[src/rtl/cmp_pkg.sv]
// ---------------------------------------------------------------------------
// cmp_pkg
//   Shared definitions for the comparator event-qualifier slice.
//   - FLG_* : bit positions of the 6-bit comparator relation flag vector.
//   - SEL_* : relation-select encodings; each equals the flag bit it picks.
//   - qual_state_t : debounce FSM state encoding.
//   - RC_W  : run-counter width, wide enough for PERSIST-1 up to 14.
//   - select_flag() : picks flags[sel], yielding 0 for the illegal sel 6/7.
// ---------------------------------------------------------------------------
package cmp_pkg;

    localparam int FLG_EQ = 5;
    localparam int FLG_NE = 4;
    localparam int FLG_GT = 3;
    localparam int FLG_LT = 2;
    localparam int FLG_GE = 1;
    localparam int FLG_LE = 0;

    localparam logic [2:0] SEL_EQ = 3'(FLG_EQ);
    localparam logic [2:0] SEL_NE = 3'(FLG_NE);
    localparam logic [2:0] SEL_GT = 3'(FLG_GT);
    localparam logic [2:0] SEL_LT = 3'(FLG_LT);
    localparam logic [2:0] SEL_GE = 3'(FLG_GE);
    localparam logic [2:0] SEL_LE = 3'(FLG_LE);

    // Run counter holds 0..PERSIST-1 with PERSIST at most 15.
    localparam int RC_W = 4;

    typedef enum logic [1:0] {
        IDLE     = 2'd0,
        PEND_ON  = 2'd1,
        ON       = 2'd2,
        PEND_OFF = 2'd3
    } qual_state_t;

    // True for the six legal relation encodings.
    function automatic logic sel_legal(input logic [2:0] s);
        return (s <= SEL_EQ);
    endfunction

    // Zero-extending the flag vector to 8 bits makes the illegal encodings
    // 6 and 7 land on constant-zero bits, so the chosen relation reads false.
    function automatic logic select_flag(input logic [5:0] f, input logic [2:0] s);
        logic [7:0] f_ext;
        f_ext = {2'b00, f};
        return f_ext[s];
    endfunction

endpackage : cmp_pkg

[src/rtl/cmp_persist_ctr.sv]
// ---------------------------------------------------------------------------
// cmp_persist_ctr
//   Run counter for the event qualifier. Counts consecutive qualifying samples
//   and flags the sample that completes a run of PERSIST.
//   Ports:
//     clk   in  1  clock
//     rst   in  1  synchronous active-high reset
//     inc   in  1  the current cycle carries a sample that extends the run
//     clr   in  1  abandon the current run (wins over inc)
//     done  out 1  combinational: the incoming inc sample is the PERSIST-th
//   The counter wraps to 0 on the completing sample, so it is ready for the
//   opposite-direction run without an extra clear.
// ---------------------------------------------------------------------------
module cmp_persist_ctr
    import cmp_pkg::*;
#(
    parameter int unsigned PERSIST = 3
) (
    input  logic clk,
    input  logic rst,
    input  logic inc,
    input  logic clr,
    output logic done
);

    localparam logic [RC_W-1:0] LAST = RC_W'(PERSIST - 1);

    logic [RC_W-1:0] r_rc;

    // With PERSIST==1, LAST is 0 and every inc sample completes a run.
    assign done = inc & (r_rc == LAST);

    // NOTE: sequential state is written with non-blocking assignments only,
    // so every flop samples the pre-edge values of its neighbours.
    always_ff @(posedge clk) begin
        if (rst) begin
            r_rc <= '0;
        end else if (clr) begin
            r_rc <= '0;
        end else if (inc) begin
            if (done) begin
                r_rc <= '0;
            end else begin
                r_rc <= r_rc + RC_W'(1);
            end
        end
    end

endmodule : cmp_persist_ctr

[src/rtl/cmp_event_qualifier.sv]
// ---------------------------------------------------------------------------
// cmp_event_qualifier
//   Downstream stage of the 4-bit magnitude comparator. Selects one relation
//   from the flag vector, debounces it with symmetric hysteresis of PERSIST
//   consecutive valid samples, and counts qualified trigger rises.
//   Ports:
//     clk         in  1      clock, all state on rising edge
//     rst         in  1      synchronous active-high reset
//     flags       in  6      [5]eq [4]ne [3]gt [2]lt [1]ge [0]le
//     flags_vld   in  1      flags carry a new sample this cycle
//     sel         in  3      relation index 0..5; 6/7 illegal
//     clr_cnt     in  1      clear event_cnt (beats a coincident increment)
//     trig        out 1      qualified trigger level
//     trig_pulse  out 1      high in the first cycle trig reads 1
//     event_cnt   out CNT_W  saturating count of trig rises
//     sel_err     out 1      high one cycle after sel becomes illegal
//   All outputs come straight from flops.
// ---------------------------------------------------------------------------
module cmp_event_qualifier
    import cmp_pkg::*;
#(
    parameter int unsigned PERSIST = 3,
    parameter int unsigned CNT_W   = 8
) (
    input  logic             clk,
    input  logic             rst,
    input  logic [5:0]       flags,
    input  logic             flags_vld,
    input  logic [2:0]       sel,
    input  logic             clr_cnt,
    output logic             trig,
    output logic             trig_pulse,
    output logic [CNT_W-1:0] event_cnt,
    output logic             sel_err
);

    qual_state_t      r_state;
    logic [2:0]       r_sel;
    logic             r_trig;
    logic             r_trig_pulse;
    logic [CNT_W-1:0] r_event_cnt;
    logic             r_sel_err;

    logic w_cond;
    logic w_sel_chg;
    logic w_smp;
    logic w_run_inc;
    logic w_run_clr;
    logic w_done;
    logic w_rise;
    logic w_trig_side;

    // Illegal sel forces cond low, which drains the FSM toward IDLE.
    assign w_cond    = select_flag(flags, sel);
    // A sel change restarts qualification; that cycle's sample is discarded.
    assign w_sel_chg = (sel != r_sel);
    assign w_smp     = flags_vld & ~w_sel_chg;

    // ON and PEND_OFF are the states where trig reads high; there the run
    // being counted is a run of false samples.
    assign w_trig_side = (r_state == ON) || (r_state == PEND_OFF);

    // NOTE: every signal written in always_comb gets a default first, so no
    // path through the block leaves it unassigned and no latch is inferred.
    always_comb begin
        w_run_inc = 1'b0;
        if (w_smp) begin
            w_run_inc = w_trig_side ? ~w_cond : w_cond;
        end
    end

    // A sample against the current run direction abandons a pending run.
    assign w_run_clr = w_sel_chg
                     | (w_smp & (r_state == PEND_ON)  & ~w_cond)
                     | (w_smp & (r_state == PEND_OFF) &  w_cond);

    cmp_persist_ctr #(
        .PERSIST (PERSIST)
    ) u_persist_ctr (
        .clk  (clk),
        .rst  (rst),
        .inc  (w_run_inc),
        .clr  (w_run_clr),
        .done (w_done)
    );

    // The completing true sample out of IDLE/PEND_ON is the trig rise.
    assign w_rise = w_run_inc & w_done & ~w_trig_side;

    // Debounce FSM; trig and trig_pulse are registered in step with the state.
    always_ff @(posedge clk) begin
        if (rst) begin
            r_state      <= IDLE;
            r_trig       <= 1'b0;
            r_trig_pulse <= 1'b0;
        end else begin
            r_trig_pulse <= w_rise;
            if (w_sel_chg) begin
                r_state <= IDLE;
                r_trig  <= 1'b0;
            end else if (w_smp) begin
                unique case (r_state)
                    IDLE: begin
                        if (w_cond) begin
                            if (w_done) begin
                                r_state <= ON;
                                r_trig  <= 1'b1;
                            end else begin
                                r_state <= PEND_ON;
                            end
                        end
                    end
                    PEND_ON: begin
                        if (!w_cond) begin
                            r_state <= IDLE;
                        end else if (w_done) begin
                            r_state <= ON;
                            r_trig  <= 1'b1;
                        end
                    end
                    ON: begin
                        if (!w_cond) begin
                            if (w_done) begin
                                r_state <= IDLE;
                                r_trig  <= 1'b0;
                            end else begin
                                r_state <= PEND_OFF;
                            end
                        end
                    end
                    PEND_OFF: begin
                        if (w_cond) begin
                            r_state <= ON;
                        end else if (w_done) begin
                            r_state <= IDLE;
                            r_trig  <= 1'b0;
                        end
                    end
                    default: begin
                        r_state <= IDLE;
                        r_trig  <= 1'b0;
                    end
                endcase
            end
        end
    end

    // Saturating event counter; a clear drops a coincident rise.
    always_ff @(posedge clk) begin
        if (rst) begin
            r_event_cnt <= '0;
        end else if (clr_cnt) begin
            r_event_cnt <= '0;
        end else if (w_rise && (r_event_cnt != {CNT_W{1'b1}})) begin
            r_event_cnt <= r_event_cnt + CNT_W'(1);
        end
    end

    // Previous-cycle sel for change detection, and the registered error flag.
    always_ff @(posedge clk) begin
        if (rst) begin
            r_sel     <= SEL_LE;
            r_sel_err <= 1'b0;
        end else begin
            r_sel     <= sel;
            r_sel_err <= ~sel_legal(sel);
        end
    end

    assign trig       = r_trig;
    assign trig_pulse = r_trig_pulse;
    assign event_cnt  = r_event_cnt;
    assign sel_err    = r_sel_err;

endmodule : cmp_event_qualifier

[config.mk]
export PLATFORM = sky130hd
export DESIGN_NAME = cmp_event_qualifier
export DESIGN_NICKNAME = d
export VERILOG_FILES = /design/src/rtl/cmp_pkg.sv /design/src/rtl/cmp_persist_ctr.sv /design/src/rtl/cmp_event_qualifier.sv
export SDC_FILE = /design/constraint.sdc
export NUM_CORES = 1
export LEC_CHECK = 0
export BUFFER_PORTS_ARGS = -buffer_cell sky130_fd_sc_hd__buf_4
export CORE_UTILIZATION = 51
export CTS_CLUSTER_SIZE = 25
export DETAILED_ROUTE_END_ITERATION = 7
export PLACE_DENSITY_LB_ADDON = 0.05
export SLEW_MARGIN = 20
export SYNTH_ARGS = -nofsm -noshare
export SYNTH_HDL_FRONTEND = slang
export SYNTH_SLANG_ARGS = --single-unit
[constraint.sdc]
create_clock -name clk -period 2.98 [get_ports clk]
set_input_delay 0.298 -clock clk [delete_from_list [all_inputs] [get_ports clk]]
set_output_delay 0.298 -clock clk [all_outputs]
set_load 0.005 [all_outputs]
# == Yosys cells after proc, flatten, opt, wreduce, memory -nomap -nowiden ==
# Index checks and enable logic that the tools add are counted.
# totals
register_bits,20
latch_bits,0
ram_bits,0
mem_bits_ro,0
inputBits,13
out_inout_bits,11
mem_count,0
# op_classes
n_addsub,2
mul,0
div,0
magnitude_cmp,2
n_eq_ne,14
shifts,0
mux,19
bitwise,14
reduce_logical,10
# op_table
op,count
2-bit two-way mux,8
5-bit AND reduction,2
2-bit OR reduction,5
8-bit by 1-bit adder with 8-bit output (second input constant),1
1-bit bitwise AND,8
8-bit inequality test (second input constant),1
2-bit one-hot mux with 4 select lines,1
1-bit two-way mux,7
2-bit by 1-bit inequality test with 1-bit output (second input constant),3
2-bit inequality test (second input constant),3
3-bit inequality test (second input constant),2
4-bit by 1-bit adder with 4-bit output (second input constant),1
2-bit equality test (second input constant),2
4-bit by 2-bit equality test with 1-bit output (second input constant),1
3-bit by 4-bit < comparator with 1-bit output (second input constant),1
4-bit two-way mux,1
1-bit NOT,4
1-bit binary-select mux with 3-bit select,1
3-bit <= comparator (second input constant),1
3-bit inequality test,1
2-bit by 1-bit equality test with 1-bit output (second input constant),1
2-bit zero test,1
1-bit OR,2
1-bit one-hot mux with 2 select lines,1
other kinds (2),2

# == Logic depth before layout (Yosys ltp) ==
# depth
ltp_word,9
depth_mapped,9
mapped_depth_nobuf,9

# == By module ==
# From an unflattened synthesis, not the netlist that was laid out.
# unflattened
hier_cells,107
area_unflattened_um2,985.9
# by_module_without_submodules
module,instances,cells_per_inst,area_per_inst_um2
cmp_event_qualifier,1,84,772.0
cmp_persist_ctr,1,23,214.0

# == Worst setup path before layout ==
# No wires, ideal clock.
# synth_timing
path_type,in2reg
start,in sel[0]
end,"reg r_event_cnt[2], in the netlist event_cnt[2]"
setup_ns,0.116
arrival_ns,2.534
required_time_ns,2.864
setup_slack_ns,0.330
stages,8
n_path_buf,0
path_cell_list,mux4_1 mux2_2 ha_1 nand2_1 nand4bb_1 a311oi_4 a21oi_1 a31o_2
# synth_between
elab_chain_len,9
# synth_lines
element,line,text
"start, declared",cmp_event_qualifier.sv:29,"input logic [2:0] sel,"
1-bit binary-select mux with 3-bit select,cmp_pkg.sv:46,return f_ext[s];
1-bit two-way mux (implied by the code),cmp_pkg.sv:46,
1-bit NOT,cmp_event_qualifier.sv:68,w_run_inc = w_trig_side ? ~w_cond : w_cond;
1-bit two-way mux,cmp_event_qualifier.sv:68,
1-bit two-way mux *,cmp_event_qualifier.sv:67,if (w_smp) begin
1-bit bitwise AND,cmp_persist_ctr.sv:31,assign done = inc & (r_rc == LAST);
1-bit bitwise AND * (2 in a row),cmp_event_qualifier.sv:88,assign w_rise = w_run_inc & w_done & ~w_trig_side;
1-bit logical AND *,cmp_event_qualifier.sv:154,end else if (w_rise && (r_event_cnt != {CNT_W{1'b1}})) begin
"end signal, assigned",cmp_event_qualifier.sv:155,r_event_cnt <= r_event_cnt + CNT_W'(1);
"end, declared",cmp_event_qualifier.sv:41,logic [CNT_W-1:0] r_event_cnt;
# Mark *: on every way between the ends. The rest lies on a longest branch, timed or not. The select of a mux whose other input is x is not followed.
# A chain may end at the register's enable or synchronous reset.

# == Worst setup path in the final report ==
# layout_timing
start,in sel[0]
end,"reg r_event_cnt[4], in the netlist event_cnt[4]"
# The elaborated chain is that of the path after synthesis.

==> metrics.md <==
| Metric | Value |
|---|---|
| Clock tree buffer depth | `2` |
| Biggest area consumer among synthesized cells | `dfxtp_1` |
| Worst skew pair latency | `300 ps` |
| Number of remaining DRC errors | `0` |
| Hold/Removal Path Class | `primary input to flip-flop` |
| Pins Over Slew Limit | `0` |
| Port bufs | `23` |
| Post-Syn Area per Cell | `9.65 um^2` |
| Die X | `46.6 um` |
| Minimum clock period | `2620 ps` |
| Vias per cell | `5.41` |
| Register area share after synthesis | `0.395` |
| Crit. End Element | `flip-flop` |
| Mapped cell area | `1010 um^2` |
| DR iter-0 viols | `10` |
| Distinct cells, synth | `34` |
| Run status | `complete, no violations` |
| Die ar. | `2170 um^2` |
| Gpl congestion | `0.733` |
| Initial antenna violation count | `0` |
| Core ar. | `1800 um^2` |
| Post-synth top area share | `0.395` |
| GRT Overall Usage | `0.219` |
| Mapped Cells | `105` |
| Syn. warnings | `0` |
| Area grow syn2layout | `24.4%` |
| Pwr Density | `379 nW/um^2` |
| Fin crit share | `0.881` |
| Ant. Diodes | `0` |
| Fraction of registers with async set/reset | `0` |
| Skew final | `0.618 ps` |
| CTS tree | `yes` |
| Power, Total | `0.000478 W` |
| Crit path cell chain | `buf_4 -> mux4_1 -> mux2_2 -> ha_1 -> nand2_1 -> nand4bb_1 -> a311oi_4 -> a21oi_1 -> a31o_2` |
| # IOs | `24` |
| PostCTS Resize Cnt | `0` |
| Post CTS Setup Buffer Count | `0` |
| CP peak stage delay | `590 ps` |
| Flip-flop and latch count after synthesis | `20` |
| Max_cap viols | `0` |
| Critical path arrival | `2830 ps` |
| Pre-CTS setup slack | `37.3 ps` |
| Endpoints failing hold | `0` |
| Setup crit start kind | `primary input` |
| Grt total ovfl | `0` |
| CTS H-tree depth | `1` |
| Predominant post-synthesis flop cell | `dfxtp_1` |
| CTS Root Cell | `clkbuf_4` |
| RSZ-0062 raised after global routing | `false` |
| Hold buffer count at cts | `0` |
| Global-route wire length before repair | `3.31 mm` |
| Die Y | `46.6 um` |
| Vias | `849` |
| Clock tree sinks | `20` |
| Worst-Margin Slew | `772 ps` |
| Max VDD drop | `0.330 mV` |
| Finished Core Util | `0.700` |
| DRT Pass-1 Iters | `2` |
| Worst-path maximum fanout | `9` |
| F_max | `381 MHz` |
| Number of global-route vias before repair | `825` |
| Final WS setup | `356 ps` |
| Layout Nets | `150` |
| Worst Path Required | `3180 ps` |
| Count of final setup violators | `0` |
| Total Routed Length | `1.96 mm` |
| Cell with the largest stage delay on the worst path | `mux4_1` |
| Hpwl dp | `1.54 mm` |
| Initial core utilization | `0.563` |
| Layout cells sized above 1 | `0.280` |
| Syn nets | `122` |
| CTS clk-pin slew, worst paths | `110 ps` |
| Largest net degree at the start of global routing | `14` |
| Std cell rows | `15` |
| Post-synth EDFFs | `0` |
| Fin Setup TNS | `0 ps` |
| Final ANT Viol Nets | `0` |
| CP Class | `primary input to flip-flop` |
| Num CTS Buffers | `3` |
| Largest cells by area after synthesis | `dfxtp_1 (40%), mux2i_1 (5.9%), xor2_1 (5.2%)` |
| Routed length per placed instance | `12.5 um` |
| Leakage | `0.550 nW` |
| Relative slew slack | `0.479` |
[where the power goes]
part | internal (W) | switching, W | leakage, nW
registers | 0.000270 | 0.00000114 | 0.162
logic | 0.0000259 | 0.0000252 | 0.367
clock network | 0.0000745 | 0.0000813 | 0.0210
total | 0.000371 | 0.000108 | 0.550
[area by class of cell]
type                    instances  area [um^2]
flip-flops and latches         20          400
inverters                       2         7.51
clock buffers                   4         36.3
fillers                       172          541
multi-input cells              81          598
well taps                      25         31.3
repair buffers                 25          188
[worst max-delay path, delay by kind of cell]
kind | cells | cell delay (ps)
compound gates | 3 | 900
mux | 2 | 900
simple gates | 2 | 320
fa+ha+maj | 1 | 290
buf+inv | 1 | 110
[cell usage in the layout (no fill, tap or decap), types with 3 or more instances in the layout]
cell type	instances
buf_4	25
dfxtp_1	20
nor2_1	11
nand2_1	9
mux2i_1	6
xor2_1	6
nand4_1	4
a21oi_1	4
ha_1	4
xnor2_1	3
nand3_1	3
nor3_1	3
or3_1	3
clkbuf_4	3
[state kept, by name (all words and copies together) (netlist names)]
name and count:
event_cnt 8, u_persist_ctr.r_rc 4, r_sel 3, r_state 2, sel_err 1, trig 1, trig_pulse 1
[metrics by stage]
stage	cell area (um^2)	instances	hold WS, ps
final	1260	157	217
after global placement	1220	153	473
after detailed placement	1220	153	484
after global routing	1260	157	216
after CTS	1260	157	214
after floorplan	1010	105	369
[path summary, 6_finish.rpt]
path	startpoint	slack, ps	cells past startpoint	to
hold / removal	clr_cnt	220	2	event_cnt[1]
hold reg to reg	r_state[0]	490	2	r_state[0]
setup / recovery	sel[0]	360	9	event_cnt[4]
setup reg to reg	r_state[1]	950	6	event_cnt[4]
[synth_stat cells, drive strengths merged (2+ instances only)]
master and number:
ha 4, nor2 11, xnor2 3, nor2b 2, or3 4, nand3 3
inv 2, nor3 5, xor2 6, clkbuf 2, a31o 2, mux2i 6
and3 2, nand4 4, dfxtp 20, a211oi 2, nand2 9, a21oi 4
[routing by layer]
metal	vias up	track usage	share of wire
li1	436	-	-
met1	398	0.238	0.47
met2	13	0.394	0.50
met3	2	0.0510	0.024
met4	0	0.100	0.0092
met5	-	0	0
[logic make-up (layout without fill, tap and decap cells)]
| group | Yosys count | count (layout) | synth area share |
|---|---|---|---|
| compound gates | 12 | 12 | 0.105 |
| xor+xnor | 9 | 9 | 0.0778 |
| fa+ha+maj | 4 | 4 | 0.0494 |
| buf+inv | 4 | 31 | 0.0148 |
| flops | 20 | 20 | 0.395 |
| mux | 8 | 8 | 0.0963 |
| simple gates | 48 | 48 | 0.262 |
Note: power is estimated with default switching activity, not from simulation.
